===== src/rtl/clk_div_bank.sv =====
`default_nettype none
// ============================================================================
//  Module      : clk_div_bank
//  Description : Bank of NCH independent programmable clock dividers, each
//                producing a registered square wave and a one-cycle tick.
//  Revision    : 1.0  initial release
// ============================================================================
module clk_div_bank #(
    parameter int NCH     = 4,
    parameter int CNT_W   = 27,
    parameter int DEF_DIV = 4,
    parameter int CH_W    = 4
) (
    input  logic                 clk,
    input  logic                 rst,
    input  logic [NCH-1:0]       ch_en,
    input  logic                 sync,
    input  logic                 cfg_we,
    input  logic [CH_W-1:0]      cfg_ch,
    input  logic [CNT_W-1:0]     cfg_div,
    output logic [NCH-1:0]       sq_out,
    output logic [NCH-1:0]       tick,
    output logic [NCH*CNT_W-1:0] div_rd
);

    localparam logic [CNT_W-1:0] c_one = CNT_W'(1);
    localparam logic [CNT_W-1:0] c_def = CNT_W'(DEF_DIV);

    for (genvar g = 0; g < NCH; g++) begin : g_ch
        logic [CNT_W-1:0] r_cnt;
        logic [CNT_W-1:0] r_active;
        logic [CNT_W-1:0] r_pending;
        logic             r_sq;
        logic             r_tick;
        logic             w_wr;
        logic             w_stop;
        logic             w_last;

        // Out-of-range cfg_ch never matches any channel index, so it is dropped.
        assign w_wr   = cfg_we && (cfg_ch == CH_W'(g));
        assign w_stop = !ch_en[g] || (r_active == '0);
        assign w_last = (r_cnt == (r_active - c_one));

        always_ff @(posedge clk) begin
            if (rst) begin
                r_cnt     <= '0;
                r_sq      <= 1'b0;
                r_tick    <= 1'b0;
                r_active  <= c_def;
                r_pending <= c_def;
            end else begin
                if (w_wr) begin
                    r_pending <= cfg_div;
                end
                if (w_stop || sync) begin
                    r_cnt    <= '0;
                    r_sq     <= 1'b0;
                    r_tick   <= 1'b0;
                    r_active <= r_pending;
                end else if (w_last) begin
                    // Divisor reload only at a half-period boundary avoids runt pulses.
                    r_cnt    <= '0;
                    r_sq     <= ~r_sq;
                    r_tick   <= ~r_sq;
                    r_active <= r_pending;
                end else begin
                    r_cnt  <= r_cnt + c_one;
                    r_tick <= 1'b0;
                end
            end
        end

        assign sq_out[g]                = r_sq;
        assign tick[g]                  = r_tick;
        assign div_rd[g*CNT_W +: CNT_W] = r_active;
    end

endmodule
`default_nettype wire

===== config.mk =====
export PLATFORM = sky130hd
export DESIGN_NAME = clk_div_bank
export DESIGN_NICKNAME = d
export VERILOG_FILES = /design/src/rtl/clk_div_bank.sv
export SDC_FILE = /design/constraint.sdc
export NUM_CORES = 1
export LEC_CHECK = 0
export BUFFER_PORTS_ARGS = -buffer_cell sky130_fd_sc_hd__buf_2
export CAP_MARGIN = 10
export CORE_MARGIN = 3
export CORE_UTILIZATION = 40
export CTS_CLUSTER_DIAMETER = 30
export DETAILED_ROUTE_END_ITERATION = 7
export SLEW_MARGIN = 10
export SYNTH_ARGS = -nofsm -noshare
export SYNTH_HDL_FRONTEND = slang
export SYNTH_SLANG_ARGS = --single-unit

===== constraint.sdc =====
create_clock -name clk -period 4.53 [get_ports clk]
set_clock_uncertainty 0.05 [all_clocks]
set_input_delay 1.359 -clock clk [delete_from_list [all_inputs] [get_ports clk]]
set_output_delay 1.359 -clock clk [all_outputs]
set_load 0.005 [all_outputs]

==> run_results.csv <==
group,metric,value,unit
status,status,"completed",
die,num_rows,74,
clocking,ctsResizeCount,0,
critical_path,path_class,"register to register",
timing,setup_viol,0,
synthesis,syn-cell-area,16900,um2
clocking,tritoncts,"built",
critical_path,critPathLaunchType,"register",
synthesis,synthXorXnorAreaFrac,0.128,
layout,drive_above_1_share,0.172,
clocking,post-cts-setup-buffers,0,
timing,timing.final.crit_share,0.885,
synthesis,netlist_top_cells_count,"dfxtp_1 (332), nand2_1 (292), nor2_1 (203)",
synthesis,yosys.cell_count.top_type,"dfxtp_1",
global_routing,grt_max_degree,105,
critical_path,worst_path_max_delay_cell,"or4b_2",
detailed_routing,antenna_left,0,
detailed_routing,route.final.wire_length,49700,um
clocking,h-tree-depth,3,
place,place_area,17900,um2
place,dp.cells,2632,
critical_path,worstPathRequired,4.97,ns
timing,slew_viol_final,0,
timing,slew-limit-headroom,0.316,
die,core_region_area,41300,um2
synthesis,synth-simple-area-share,0.286,
synthesis,synth_top_area_cell,"dfxtp_1",
critical_path,critPathMaxStageDelay,0.65,ns
synthesis,dominantRegCellSynth,"dfxtp_1",
pwr,total_power,9.25,mW
job,cap_violations,0,
global_routing,grt_overflow,0,
critical_path,worstSetupEndpointType,"register",
critical_path,crit_fanout,28,
critical_path,critical_path.cell_chain,"inv_1 > ha_1 > or4b_2 > nor4_1 > nand3_1 > or3b_4 > a2111oi_4 > and4_1 > a21o_1 > buf_12 > nor2_1 > a211o_2",
timing,worstMarginPinSlew,1.02,ns
critical_path,cp.arrival,4.45,ns
detailed_routing,drtIter0Drc,991,
synthesis,syn_nets,2104,
detailed_routing,avgViaCountPerCell,5.39,
die,io_pins,155,
timing,fin_crit,4.01,ns
global_routing,grt_pass1_wl,78400,um
synthesis,post-synth-top-area-fraction,0.393,
synthesis,ys_warn_count,0,
synthesis,synth.distinct_cells,77,
synthesis,syn_area_per_cell,8.22,um2
global_routing,antenna_found_initial,1,
die,start_util,0.409,
place,globalplace.congestion,0.904,
critical_path,cpLargestDelayFamily,"simple AND/OR/NAND/NOR gates",
layout,final_util,0.502,
clocking,cts_hold_buf,0,
detailed_routing,drc,0,
clocking,cts.reportedPaths.clkPinSlew,0.04,ns
timing,finalHoldViolations,0,
detailed_routing,wl_per_cell,17.8,um
die,die_h,212,um
synthesis,yosysSeqAreaShare,0.393,
synthesis,async_flop_share,0,
clocking,worstSkewPairLatency,0.61,ns
layout,final_cell_count_no_fill,2787,
synthesis,synth_area_leaders,"dfxtp_1 (39%), xnor2_1 (7.1%), nand2_1 (6.5%)",
clocking,cts_buffers,84,
min_path,hold_path_class,"register to register",
layout,fin_area,20700,um2
synthesis,synth_edf_count,0,
synthesis,synth-compound-area-share,0.104,
clocking,cts-root-buf,"clkbuf_16",
clocking,cts.path.max_buffers,3,
clocking,clkSinkCount,332,
layout,nNetsFinal,2233,
synthesis,syn_inst,2057,
pwr,leakage,8.02,nW
global_routing,grt_pass1_vias,14400,
synthesis,synthMuxAreaShare,0.0382,
timing,finalSetupTns,0,ns
pwr,power_density,447,nW/um2
synthesis,synth_top_family_by_area,"simple AND/OR/NAND/NOR gates",
synthesis,synthAdderAreaFrac,0.00592,
pwr,max-vdd-ir-drop,0.000257,V
place,dp_hpwl,34700,um
synthesis,synth_seq_cells,332,
global_routing,groute.usage.overall,0.218,
layout,area_growth,22.5,%
detailed_routing,drtPass1Iterations,5,
timing,clock.fmax,249,MHz
timing,rsz0062_at_grt,"no",
die,die_area,44800,um2
critical_path,worst-path-buf-inv,2,
detailed_routing,vias,15000,
die,die_w,212,um
place,portBuffers,154,
## layer usage
layer  global-route usage  share of wire  up-vias
met3               0.0496          0.059       95
li1                     -              -     7374
met2                0.347           0.46      464
met4               0.0707          0.023        2
met1                0.295           0.46     7082
met5                    0        0.00026        -
## worst paths after layout
kind	start	end	slack (ns)	cells after the start
min	g_ch[0].r_pending[4]	g_ch[0].r_pending[4]	0.40	2
min reg2reg	g_ch[0].r_pending[4]	g_ch[0].r_pending[4]	0.40	2
max reg2reg	g_ch[1].r_active[0]	g_ch[1].r_active[2]	0.52	12
max	g_ch[1].r_active[0]	g_ch[1].r_active[2]	0.52	12
## worst min-delay path, stage by stage, from the launching register on
cell and delay, ns:
dfxtp_1 0.30, nand2_1 0.05, a21oi_1 0.05
## stage by stage
step                      worst slack [ns]  hold WS [ns]
after detailed placement             0.607         0.394
after floorplan                       1.02         0.383
final                                0.519         0.399
after CTS                            0.576         0.399
after global placement               0.661         0.389
after global routing                 0.253         0.413
## power breakdown
part / internal, mW / switching (mW) / leakage [nW]
Clock: 4.01 / 1.90 / 1.39
Sequential: 2.95 / 0.0264 / 2.68
Combinational: 0.124 / 0.230 / 3.96
Total: 7.09 / 2.16 / 8.02
## cell usage in the layout, fill, tap and decap left out, types with 11 or more instances in the layout
cell type	n
dfxtp_1	332
nand2_1	292
nor2_1	203
a21oi_1	171
buf_2	153
xnor2_1	138
xor2_1	110
clkbuf_16	84
nor3_1	70
o21ai_0	67
nand3_1	61
mux2i_1	60
nand2b_1	59
or3b_2	47
nand4_1	39
nor4_1	37
and3_1	31
inv_1	26
or3_1	23
clkbuf_1	17
buf_4	15
or4_1	14
clkinv_2	14
clkbuf_8	12
nand3b_1	11
## area by class of cell
type                    instances  area [um2]
fillers                      3927       20600
multi-input cells            1572        9530
flip-flops and latches        332        6650
clock buffers                 112        2320
repair buffers                170         912
well taps                     532         666
clock inverters                42         541
inverters                      26        97.6
diodes                          1        2.50
## logic make-up after synthesis
group                    after synthesis
AND/OR/NAND/NOR                      948
flip-flops                           332
AO/OA/AOI/OAI                        304
XOR/XNOR                             248
buffers and inverters                153
multiplexers                          64
adder cells (fa/ha/maj)                8
## state kept, by name, summed over array words and instances (netlist names)
name / flops
g_ch.r_active: 108
g_ch.r_pending: 108
g_ch.r_cnt: 108
g_ch.r_tick: 4
g_ch.r_sq: 4
(Power assumes the default switching activity.)
